<file path="src/rtl/sipo_deser.sv">
// Serial-in/parallel-out deserializer with a one-word output register, valid/ready handoff and a sticky overrun flag.
// Define SIPO_PARITY_EN to take an extra even-parity bit per word and add the parity_err output.
module sipo_deser #(
    parameter int WIDTH     = 4,
    parameter bit MSB_FIRST = 1'b1
) (
    input  logic             clk,
    input  logic             rst,
    input  logic             sin,
    input  logic             sin_en,
    input  logic             flush,
    output logic [WIDTH-1:0] pout,
    output logic             pout_valid,
    input  logic             pout_ready,
    output logic             overrun,
    output logic             busy
`ifdef SIPO_PARITY_EN
    ,
    output logic             parity_err
`endif
);

    localparam int CW = $clog2(WIDTH);
    localparam logic [CW-1:0] LAST = CW'(WIDTH - 1);

`ifdef SIPO_PARITY_EN
    typedef enum logic {COLLECT, PARITY} state_t;
`else
    typedef enum logic {COLLECT} state_t;
`endif

    state_t           state, state_next;
    logic [CW-1:0]    cnt, cnt_next;
    logic [WIDTH-1:0] sreg, sreg_next, shifted, word;
    logic             complete, perr_next;

    always_comb begin
        state_next = state;
        cnt_next   = cnt;
        sreg_next  = sreg;
        complete   = 1'b0;
        perr_next  = 1'b0;
        shifted    = MSB_FIRST ? {sreg[WIDTH-2:0], sin} : {sin, sreg[WIDTH-1:1]};
`ifdef SIPO_PARITY_EN
        // The data bits are already in sreg by the time the parity bit arrives.
        word       = sreg;
`else
        word       = shifted;
`endif
        if (flush) begin
            cnt_next   = '0;
            state_next = COLLECT;
        end else if (sin_en) begin
`ifdef SIPO_PARITY_EN
            if (state == PARITY) begin
                state_next = COLLECT;
                if (sin == ^sreg) complete  = 1'b1;
                else              perr_next = 1'b1;
            end else begin
`endif
                sreg_next = shifted;
                if (cnt == LAST) begin
                    cnt_next = '0;
`ifdef SIPO_PARITY_EN
                    state_next = PARITY;
`else
                    complete = 1'b1;
`endif
                end else begin
                    cnt_next = cnt + 1'b1;
                end
`ifdef SIPO_PARITY_EN
            end
`endif
        end
    end

    always_ff @(posedge clk or negedge rst) begin
        if (!rst) begin
            state      <= COLLECT;
            cnt        <= '0;
            sreg       <= '0;
            pout       <= '0;
            pout_valid <= 1'b0;
            overrun    <= 1'b0;
`ifdef SIPO_PARITY_EN
            parity_err <= 1'b0;
`endif
        end else begin
            state <= state_next;
            cnt   <= cnt_next;
            sreg  <= sreg_next;
`ifdef SIPO_PARITY_EN
            parity_err <= perr_next;
`endif
            // A word completing while the consumer takes the old one replaces it with no gap in valid.
            if (complete) begin
                if (!pout_valid || pout_ready) begin
                    pout       <= word;
                    pout_valid <= 1'b1;
                end else begin
                    overrun <= 1'b1;
                end
            end else if (pout_valid && pout_ready) begin
                pout_valid <= 1'b0;
            end
        end
    end

`ifdef SIPO_PARITY_EN
    assign busy = (cnt != '0) || (state == PARITY);
`else
    assign busy = (cnt != '0);
    logic unused_perr;
    assign unused_perr = perr_next;
`endif

endmodule

</file>
<file path="config.mk">
export PLATFORM = sky130hd
export DESIGN_NAME = sipo_deser
export DESIGN_NICKNAME = d
export VERILOG_FILES = /design/src/rtl/sipo_deser.sv
export SDC_FILE = /design/constraint.sdc
export NUM_CORES = 1
export LEC_CHECK = 0
export BUFFER_PORTS_ARGS = -buffer_cell sky130_fd_sc_hd__buf_2
export CORE_AREA = 3 3 40 42
export CTS_BUF_LIST = sky130_fd_sc_hd__clkbuf_8 sky130_fd_sc_hd__clkbuf_16
export DETAILED_ROUTE_END_ITERATION = 6
export DIE_AREA = 0 0 43 45
export SKIP_LAST_GASP = 1
export SLEW_MARGIN = 20
export SYNTH_ARGS = -nofsm -noshare
export SYNTH_HDL_FRONTEND = slang
export SYNTH_SLANG_ARGS = --single-unit
</file>
<file path="constraint.sdc">
create_clock -name clk -period 1.75 [get_ports clk]
set_input_delay 0.525 -clock clk [delete_from_list [all_inputs] [get_ports clk]]
set_output_delay 0.525 -clock clk [all_outputs]
set_load 0.005 [all_outputs]
</file>
==> results of run 1 <==
[area by class of cell]
type / count / area [um2]
clock buffers: 3 / 41.3
clock inverters: 1 / 3.75
fillers: 125 / 684
inverters: 3 / 11.3
multi-input cells: 19 / 190
flip-flops and latches: 11 / 275
well taps: 15 / 18.8
repair buffers: 12 / 60.1
[worst max-delay path, cell delays in order, from the launching register on]
cell and delay (ns):
dfrtp_1 0.38, inv_1 0.06, ha_1 0.18, inv_1 0.04, buf_2 0.10
[path summary, 6_finish.rpt]
check / start / to / cells after the start
max: cnt[0] / busy / 4
min: rst / pout_valid / 1
max reg2reg: cnt[0] / pout[2] / 4
min reg2reg: overrun / overrun / 1
max in group asynchronous: rst / overrun / 1
min in group clk: overrun / overrun / 1
[metrics by stage]
stage,utilization (%),std cells
6_report,46.7,64
4_1_cts,46.7,64
2_1_floorplan,-,33
5_1_grt,46.7,64
3_5_place_dp,43.2,60
3_3_place_gp,43.2,60
[cell families after synthesis]
group                    after synthesis
adder cells (fa/ha/maj)                2
XOR/XNOR                               1
AO/OA/AOI/OAI                          1
AND/OR/NAND/NOR                        7
multiplexers                           8
flip-flops                            11
buffers and inverters                  3
[sequential cells by signal, indices dropped and copies added, names as in the netlist]
name / cells
overrun: 1
cnt: 2
pout_valid: 1
sreg: 3
pout: 4
[layer usage]
layer,GRT usage [%],up-vias,part of all wire (%)
met5,0,-,0
met1,10.6,144,38
met2,17.1,9,51
li1,-,139,-
met4,7.23,0,2.3
met3,5.58,4,8.6
[power by group through the flow]
stage / clock network [uW] / logic (uW) / registers [uW]
final: 240 / 97.9 / 323
after global routing: 266 / 110 / 328
after CTS: 245 / 101 / 323
after detailed placement: 0 / 101 / 326
after global placement: 0 / 95.6 / 323
after floorplan: 0 / 52.3 / 321
[cell usage in the layout (no fill, tap or decap)]
cell | netlist | final
inv_1 | 3 | 4
nor2_1 | 2 | 2
dfrtp_1 | 11 | 11
clkbuf_8 | 0 | 3
buf_2 | 0 | 12
mux2_2 | 7 | 7
nand2_1 | 1 | 1
mux2i_1 | 1 | 1
nor2b_4 | 1 | 1
nand2b_1 | 1 | 1
and2b_2 | 1 | 1
nand3b_4 | 1 | 1
o21bai_1 | 1 | 1
ha_1 | 2 | 2
xnor2_1 | 1 | 1
==> out/results.txt, run 1 <==
The flow ran to the end, and the final reports show no timing, DRC or antenna violations. The most used flip-flop cell after synthesis was dfrtp_1. Based on the critical path, the design can be clocked at up to 661 MHz. Of the post-synthesis cell area, the dominant cell type holds 57.7%.

The areal power density over the cells was 1100 nW/um2; the largest net degree at the start of global routing was 12. The total DRC errors in the routed layout was 0. The share of the Yosys chip area taken by registers is 57.7%. The floorplan has 13 rows.

The initial utilization of the core area, before any placement, comes to 37.1%. The fraction of synthesis flops using an asynchronous set or reset pin is 100%. The largest family of logic cells by synthesized area was multiplexers. The later pin in the worst-skew pair is clocked with a latency of 0.23 ns. The hold buffer count at CTS is 0, and the relative slew slack is 84.5%. The final critical-path setup slack is 0.237 ns, and the setup slack of the worst register-to-register path is 0.42 ns.

The average cell area after synthesis came out at 14.4 um2. The die extent in y came out at 45 um. The quantity of I/O buffers inserted on ports was 12; the number of max-cap violations was 0.

In this run the static leakage power is 0.000345 uW. The tools report the routability congestion estimate as 0.723. The post-detailed-placement cell area came out at 556 um2. Clock tree synthesis found a total of 11 sinks. The run gives 0.00386 ns as the worst clock skew. STA classifies the critical path startpoint as a flop. Ranked by total cell area, the synthesized netlist is headed by dfrtp_1, mux2_2, ha_1. The tools report the post-CTS setup buffer count as 0. For the final hold violation count, the log shows 0. Dividing the detail-routed via count by the number of cells gives 4.63.

The number of gates resized after CTS was 0. After clock tree synthesis, the clock-pin slew on the worst setup and hold paths is 0.05 ns. The routed design has 810 um of wire. Across the VDD grid, the largest voltage drop is 0.714 mV.

The adder-cell share of the synthesized area was 5.25%; the global-route total usage across every layer was 10.6%. In this run, synthesis produced a sequential element count of 11. The floorplan step defined a die boundary enclosing 1940 um2. At the end of the flow, the number of nets in the layout was 58. The final design area excluding fillers is 601 um2.

For the HPWL reported at the end of detailed placement, the log shows 656 um. The residual overflow from global routing is 0, and the number of nets produced by synthesis is 41. Of the available clock period, the critical path in the final layout requires 86.5%. The path type of the worst setup path is reg -> out. Setup repair after global routing left no endpoint under its margin.

The smallest clock period supported by the final layout is computed as 1.51 ns. The combinational cell fraction of total power is 14.8%, and the number of synthesized flops with an enable pin is 0. The tools report the max-slew violation total from the final report as 0. Adding up every negative setup slack in the final design gives 0 ns. On the final layout, the worst hold slack is 0.143 ns. The yosys synthesis warning count came out at 0. The core region is 1280 um2. The internal portion of total power was 508 uW; the part of the total power dissipated in the clock network was 36.3%. The number of different library cells used by synthesis comes to 13.

Total power for the finished layout comes to 661 uW. The count of nets left with antenna violations once routing finished came out at 0. Proportion of power drawn by flip-flops and latches: 48.8%. The leading cell type by number of instances after synthesis is dfrtp_1.

The worst setup path is captured at an output pin. The number of global-route vias before repair was 321. For the worst setup path, the data required time is 1.22 ns.

The switching share of power was 23.1%; the worst setup slack before clock tree synthesis was 0.285 ns. Measured along the x axis, the die boundary spans 43 um. Summing every instance area after synthesis gives 477 um2. TritonCTS created 3 clock buffers.

TritonCTS built the clock tree. Of the cells placed in the final design, the portion with a size suffix greater than 1 is 51.0%. Setup violations remaining at the end of the flow were counted as 0. By count the netlist is led by dfrtp_1, mux2_2, inv_1, ha_1, nor2_1. Data arrives at the worst endpoint at 0.99 ns. The portion of synthesized area spent on multiplexers is 18.6%. The run gives 0 as the initial antenna violation count. In this run the worst hold path is classified as in -> async.

During I/O placement, the number of pins put on the boundary was 13. The run gives 1430 um as the first-pass GRT wire length. Count of mapped cells out of synthesis: 33. Synthesized-area fraction occupied by xor and xnor cells: 1.84%. For the total via count in the routed design, the log shows 296. The synthesized netlist devotes 1.57% of its cell area to compound gates.

For the pin with the worst max-slew slack, the measured transition is 0.232 ns. In the final routed layout, each cell accounts on average for 12.7 um. The count of H-tree levels built during CTS came out at 1. The share of synthesized cell area in and, or, nand and nor gates works out to 12.6%. dfrtp_1 takes more of the synthesized area than any other cell. From synthesis to final layout, the design area changed by 26.0%.

The repair_antennas step left the layout with diodes totalling 0. The analysis attributes to net switching a power of 152 uW. The cell sitting at the root of the clock tree is a clkbuf_8. Initial detailed-routing violation count: 3. The largest fanout on the critical path is 3, and the maximum root-to-sink buffer count is 2. For the number of iterations in the first detailed-routing pass, the log shows 2.
(Power assumes the default switching activity.)
==> run 2: changes to the inputs <==
==> constraint.sdc (replaced) <==
create_clock -name clk -period 1.75 [get_ports clk]
set_input_delay 0.0875 -clock clk [delete_from_list [all_inputs] [get_ports clk]]
set_output_delay 0.0875 -clock clk [all_outputs]
set_load 0.005 [all_outputs]
==> run 2 against run 1 <==
- fmax grew 11%
- final cell count grew 1.6%
- largest cell class unchanged
- total power grew 1.3%
- sequential power is essentially flat
- critical path depth is the same
- hold slack lost 0.097 ns
==> out/results.txt, run 2 (synthesized netlist as in run 1, its figures left out) <==
Global routing used 11.3% of the available tracks. The number of max-cap violations was 0; the number of ports placed on the die boundary was 13. Clock-pin slew was measured on the worst setup and hold paths at 0.05 ns.

At the placement stage, the worst setup path has a slack of 0.412 ns. Quantity of I/O buffers inserted on ports: 12. The register with the most flip-flops was pout. The final hold violation count is 0, and the core region area is 1280 um2. The routed layout has 306 vias. Number of global-route vias before repair: 324.

The number of buffers created by CTS was 3. The detailed router finished its first iteration with 0 violations. At the worst endpoint, the required time is 1.87 ns.

The run gives 1 as the count of H-tree levels built during CTS. Entering global routing, the biggest net connects 12 pins. The delay contributed by the slowest stage of the critical path is 0.39 ns. The residual overflow from global routing came out at 0. The overall routed net length is 900 um. For flop-to-flop paths, the worst setup slack is 0.39 ns.

In the final layout, flip-flops and latches occupy 275 um2. The floorplan die area is 1940 um2. The layout cell share with drive strength beyond 1 is 50.0%, and the initial core utilization is 37.1%. The run gives 0 as the initial antenna violation count.

The post-route clock period utilization is 77.9%, and the number of nets in the layout is 59. The final critical-path setup slack was 0.387 ns; the post-route setup TNS was 0 ns. STA puts the critical path data arrival time at 1.48 ns. Dividing the detail-routed wire length by the instance count gives 13.8 um. Leaving out fill and tap cells, the most frequent cell in the layout is buf_2.

In this run the power density over the cells is 1100 nW/um2. The run gives 689 um as the HPWL reported at the end of detailed placement. The tools report the relative slew slack as 83.5%. The count of cells along the worst hold path works out to 2. The tools report the maximum achievable frequency as 734 MHz.

Setup repair after global routing left no endpoint under its margin. The via count normalized by instance count came out at 4.71. Between clock sinks in the finished design, the worst skew comes to 0.00491 ns. The worst hold path belongs to the class in -> reg.

The register with the most flip-flops in the layout has 4 of them. The logs give 0.24 ns for the clock latency on the worst-skew pair and 13 for the cell row count. Summed over all cells, the static leakage comes to 0.000349 uW. From bottom edge to top edge, the die measures 45 um. Tracing the worst setup path back leads to its startpoint at cnt[0]. The number of iterations in the first detailed-routing pass is 1, and the number of setup violations in the final report is 0. The tools report the master cell of the clock root buffer as clkbuf_8.

The first global-routing pass estimated 1470 um of wire. Total DRC errors in the routed layout: 0. The path type of the worst setup path was reg -> reg. At the pin with the least slew margin, the transition time is 0.248 ns. For the number of antenna-violating nets in the routed design, the log shows 0. Max-slew violation total from the final report: 0.

The logs give 0 for the antenna diode count and 11 for the number of clock sinks seen by CTS. The cell at the slowest stage of the critical path is dfrtp_1. The largest fanout on the critical path came out at 4. TritonCTS built the clock tree. The critical path ends at pout[2].

IR analysis of the VDD net gives a maximum drop of 0.494 mV. The tools report the startpoint of the worst-slack reg-to-reg timing path as cnt[0]. The endpoint of the lowest-slack register-to-register path is pout[2]. The largest registers in the layout are pout: 4 flops, sreg: 3 flops, cnt: 2 flops.

The routability congestion estimate came out at 0.773. The library cells used most frequently in the layout, excluding fill and tap cells, are buf_2, dfrtp_1, mux2_2. In this run the deepest clock path goes through 2 buffers.

The run gives 190 um2 as the footprint of the multi-input gates. The area growth from synthesis to layout was 28.1%. For the post-CTS setup buffer count, the log shows 0. The clock period minus final worst setup slack was 1.36 ns. Counting cells, the worst reg-to-reg path comes to 4. The run finished with clean final reports. The worst setup path is launched from a flop. The floorplan step set the die width to 43 um. The layout has 117 filler cells. Nature of the critical path endpoint: a flop. The signal on the critical path passes through ha_1, nand3b_4, nor2b_4, mux2_2.
run 2: changes by cell type in the layout (fill, tap and decap cells not counted), sizes merged:
cell         change
dlygate4sd3      +1
run 2: report_power, final:
part	switching [uW]	total (uW)	internal (uW)
sequential	26.8	323	297
clock	90.7	244	154
combinational	41.6	102	60.1
run 2: worst min-delay path by stage:
stage,start,slack [ns],endpoint
6_report,flush,0.05,cnt[0]
5_1_grt,flush,0.06,cnt[0]
4_1_cts,flush,0.04,cnt[0]
3_5_place_dp,rst,-0.03,pout_valid
3_3_place_gp,rst,-0.04,pout[3]
2_1_floorplan,rst,-0.21,cnt[0]
run 2: layer usage:
| layer | wire length [um] | vias to the layer above | track usage, % |
|---|---|---|---|
| met5 | 0 | - | 0 |
| met4 | 0 | 0 | 7.23 |
| met3 | 71 | 0 | 5.18 |
| met2 | 504 | 9 | 19.5 |
| met1 | 323 | 154 | 11.1 |
| li1 | - | 143 | - |
run 2: cell type report:
type / count / area share [%]
inverters: 3 / 1.84
multi-input cells: 19 / 31.1
clock inverters: 1 / 0.615
flip-flops and latches: 11 / 45.1
well taps: 15 / 3.07
repair buffers: 13 / 11.5
clock buffers: 3 / 6.76
run 2: timing repair:
item	CTS	global route
gates resized for setup	0	0
hold endpoints to repair	11	0
endpoints found under the setup margin	0	0
hold buffers	1	0
run 2: stage by stage:
step	power, uW	cells	area [um2]	hold WS, ns	util, %
after floorplan	373	33	477	-0.208	-
after global placement	417	60	556	-0.0430	43.2
after CTS	684	65	611	0.0395	47.5
final	669	65	611	0.0466	47.5
after global routing	707	65	611	0.0589	47.5
after detailed placement	429	60	556	-0.0330	43.2
run 2: critical path, delay by kind of cell (launching register included):
| family | cells | cell delay [ns] |
|---|---|---|
| simple gates | 2 | 0.27 |
| fa+ha+maj | 1 | 0.23 |
| flops | 1 | 0.39 |
| mux | 1 | 0.35 |
==> run 3: changes to the inputs <==
--- a/config.mk
+++ b/config.mk
@@ -5,6 +5,7 @@
 export SDC_FILE = /design/constraint.sdc
 export NUM_CORES = 1
 export LEC_CHECK = 0
+export ABC_AREA = 1
 export BUFFER_PORTS_ARGS = -buffer_cell sky130_fd_sc_hd__buf_2
 export CORE_AREA = 3 3 40 42
 export CTS_BUF_LIST = sky130_fd_sc_hd__clkbuf_8 sky130_fd_sc_hd__clkbuf_16
==> constraint.sdc (replaced) <==
create_clock -name clk -period 1.3 [get_ports clk]
set_input_delay 0.065 -clock clk [delete_from_list [all_inputs] [get_ports clk]]
set_output_delay 0.065 -clock clk [all_outputs]
set_load 0.005 [all_outputs]
==> run 3 against run 2 <==
- register-to-register slack worse by 0.16 ns
- die area unchanged
- synthesized cell count increased by 64%
- clock-buffer cell count did not move
- sequential share of layout area fell by 0.55 points
- global-route usage grew 0.34 points
- synthesized area is 1.6% higher
- final cell count up 32%
- critical path type unchanged
- critical endpoint is now pout[1]
- largest cell class unchanged
- highest routed layer unchanged
==> out/results.txt, run 3 <==
The flow ran to the end, and the final reports show no timing, DRC or antenna violations. The first detailed-routing pass ran for 4 iterations. Sequential cells were found to cover 56.8% of the synthesized design area.

The synthesized design spends more area on one cell type than any other, namely dfrtp_1. The number of ports placed on the die boundary is 13, and the post-synthesis instance area is 484 um2. The final hold violation count is 0, and the tightest hold margin is 0.101 ns. The endpoint identified for the worst register-to-register timing path is pout[1]. The path with the worst hold slack has its endpoint at overrun. Counting instances, the worst hold path has a depth of 4. In this run the power density over the cells is 1330 nW/um2. The setup check on the worst reg-to-reg path leaves a slack of 0.23 ns. The run gives 0.00167 ns as the worst clock skew. The cell row count came out at 13. The first global-routing pass estimated 1570 um of wire. The startpoint identified for the worst register-to-register timing path is cnt[0]. The worst hold path belongs to the class in -> reg.

Summed over all layers, the routed wires come to 898 um. The run gives 0 as the max-slew violation total from the final report. The synthesized netlist contains 10 unique library cells. The synthesized design contains 11 register bits. The cell depth of the worst flop-to-flop path is 6, and the layout cell share with drive strength beyond 1 is 25.4%. For this design, the sink count on the clock tree is 11.

The leading cell type in the layout, fill and taps excluded was nand2_1. In this run the vertical extent of the chip is 45 um. The tools report the relative slew slack as 83.8%. In this run the remaining antenna-violating nets after routing total 0.

For this run, asynchronously set or reset flops after synthesis account for 100%. The clock period could shrink to 1.07 ns. The internal power of the cells totals 627 uW. Setup violations remaining at the end of the flow were counted as 0. Global routing finished with a remaining overflow of 0. Register with the most flip-flops: pout. After filler insertion, the fill cell instance count of the layout stands at 133. The share of the synthesized area in the top cell type is 56.8%, and the area growth from synthesis to layout is 27.6%. The run gives 1 as the hold buffer count at CTS. In the layout the commonest cells are nand2_1, buf_2, dfrtp_1.

Max-cap violations in this run came to 0. Data arrives at the worst endpoint at 1.19 ns. The post-route setup TNS came out at 0 ns.

The floorplan step defined a die boundary enclosing 1940 um2. Ranked by total cell area, the synthesized netlist is headed by dfrtp_1, nand2_1, nand3_1. After clock tree synthesis, the clock-pin slew on the worst setup and hold paths is 0.05 ns. The core region area is 1280 um2. Setup repair after global routing left no endpoint under its margin. The total via count in the routed design is 393, and the post-CTS setup buffer count is 0. The number of global-route vias before repair came out at 371.

CTS placed an instance of clkbuf_8 at the clock tree root. The yosys synthesis warning count is 0, and the x dimension of the die is 43 um. The logs give 6 for the initial detailed-routing violation count and 11.2% for the combinational cell fraction of total power. The proportion of power drawn by flip-flops and latches came out at 49.3%. Most used flip-flop cell after synthesis: dfrtp_1. The register with the most flip-flops in the layout has 4 of them. The analysis attributes to cell leakage a power of 0.000362 uW. Of the available clock period, the critical path in the final layout requires 82.5%. No sink is reached through more buffers than the 2 on the longest clock path. Quantity of I/O buffers inserted on ports: 12. The startpoint of the most critical hold path was pout_ready. The switching power of the nets is 194 uW. The worst setup path is of the reg -> reg kind. Net switching is 23.6% of the power. The commonest cells after synthesis are nand2_1, dfrtp_1, nand3_1, inv_1, ha_1.

Once the floorplan was initialized, standard cells occupied 37.7% of the core. For this run, the post-layout net count is 80. Routability-driven placement finished with a final weighted congestion of 0.735.

0 antenna diodes ended up in the layout. Startpoint kind of the worst setup timing path: a flop. The worst-case IR drop observed on VDD is 0.665 mV.

TritonCTS created 3 clock buffers. For the count of H-tree levels built during CTS, the log shows 1. For the part of the total power dissipated in the clock network, the log shows 39.6%. The HPWL reported at the end of detailed placement came out at 706 um. The number of nets handed over by synthesis was 62. nand2_1 is the most common cell in the netlist. The number of synthesized flops with an enable pin is 0, and the clock latency on the worst-skew pair is 0.23 ns. STA classifies the critical path endpoint as a flop. The count of mapped cells out of synthesis came out at 54. The initial antenna violation count is 0, and the largest fanout on the critical path is 6.

Average cell area after synthesis: 8.97 um2. The logs give 12 for the largest net degree at the start of global routing and 0 for the total DRC errors in the routed layout. The maximum achievable frequency was 932 MHz; the number of gates resized after CTS was 0. The via count normalized by instance count came out at 4.57. TritonCTS built the clock tree. Routed wire length per instance: 10.4 um. For the worst setup path, the data required time is 1.42 ns. The largest registers in the layout are pout: 4 flops, sreg: 3 flops, cnt: 2 flops. Across every metal layer, demand over resource in global routing totals 11.7%. The transition at the pin with the smallest max-transition slack is 0.244 ns.
[run 3: cell types whose count changed in the layout (fill, tap and decap cells not counted), sizes merged, moves of 3 or more]
cell	delta
nand2	+22
nand3	+9
inv	+3
mux2	-7
[run 3: stage by stage]
stage	utilization, %	cell area, um2	power, uW	instances	worst slack, ns
2_1_floorplan	-	484	447	54	0.311
3_3_place_gp	43.8	563	499	81	0.253
3_5_place_dp	43.8	563	500	81	0.234
4_1_cts	48.1	618	830	86	0.225
5_1_grt	48.1	618	873	86	0.106
6_report	48.1	618	820	86	0.228
[run 3: final cells by class]
cell class | instances | area (um2) | share of cell area, %
Clock buffer | 3 | 41.3 | 6.68
Clock inverter | 1 | 3.75 | 0.607
Inverter | 6 | 22.5 | 3.64
Multi-Input combinational cell | 37 | 186 | 30.2
Sequential cell | 11 | 275 | 44.5
Tap cell | 15 | 18.8 | 3.04
Timing Repair Buffer | 13 | 70.1 | 11.3
[run 3: cell families (layout without fill, tap and decap cells)]
kind of cell | Yosys count | count (layout) | synth area share, %
AOI/OAI and AO/OA | 1 | 1 | 1.03
and+or+nand+nor | 34 | 34 | 32.3
adders and majority gates | 2 | 2 | 5.17
DFF | 11 | 11 | 56.8
buffers and inverters | 6 | 23 | 4.65
[run 3: worst max-delay path by stage]
| stage | startpoint | end | slack, ns | cells past startpoint |
|---|---|---|---|---|
| CTS | cnt[0] | pout[1] | 0.23 | 6 |
| global placement | cnt[1] | pout[2] | 0.25 | 6 |
| finish | cnt[0] | pout[1] | 0.23 | 6 |
| detailed placement | cnt[0] | pout[2] | 0.23 | 6 |
| floorplan | cnt[0] | pout[0] | 0.31 | 6 |
| global route | cnt[0] | pout[3] | 0.11 | 6 |
[run 3: power groups by stage]
stage | sequential (uW) | clock, uW | combinational (uW)
3_3_place_gp | 409 | 0 | 90.1
5_1_grt | 408 | 358 | 107
6_report | 404 | 325 | 91.7
3_5_place_dp | 408 | 0 | 91.3
4_1_cts | 404 | 332 | 93.8
2_1_floorplan | 405 | 0 | 42.2
[run 3: worst max-delay path: stages, from the launching register on]
cell	delay [ns]
dfrtp_1	0.38
ha_1	0.17
nand2_2	0.06
nor2_4	0.16
nand2_4	0.08
nand2_1	0.06
nand2_1	0.05
[run 3: layer usage]
| layer | up-vias | GRT usage [%] | share of wire, % |
|---|---|---|---|
| li1 | 203 | - | - |
| met1 | 180 | 14.6 | 48 |
| met2 | 10 | 15.9 | 44 |
| met3 | 0 | 7.17 | 8.2 |
| met4 | 0 | 5.42 | 0 |
| met5 | - | 0 | 0 |
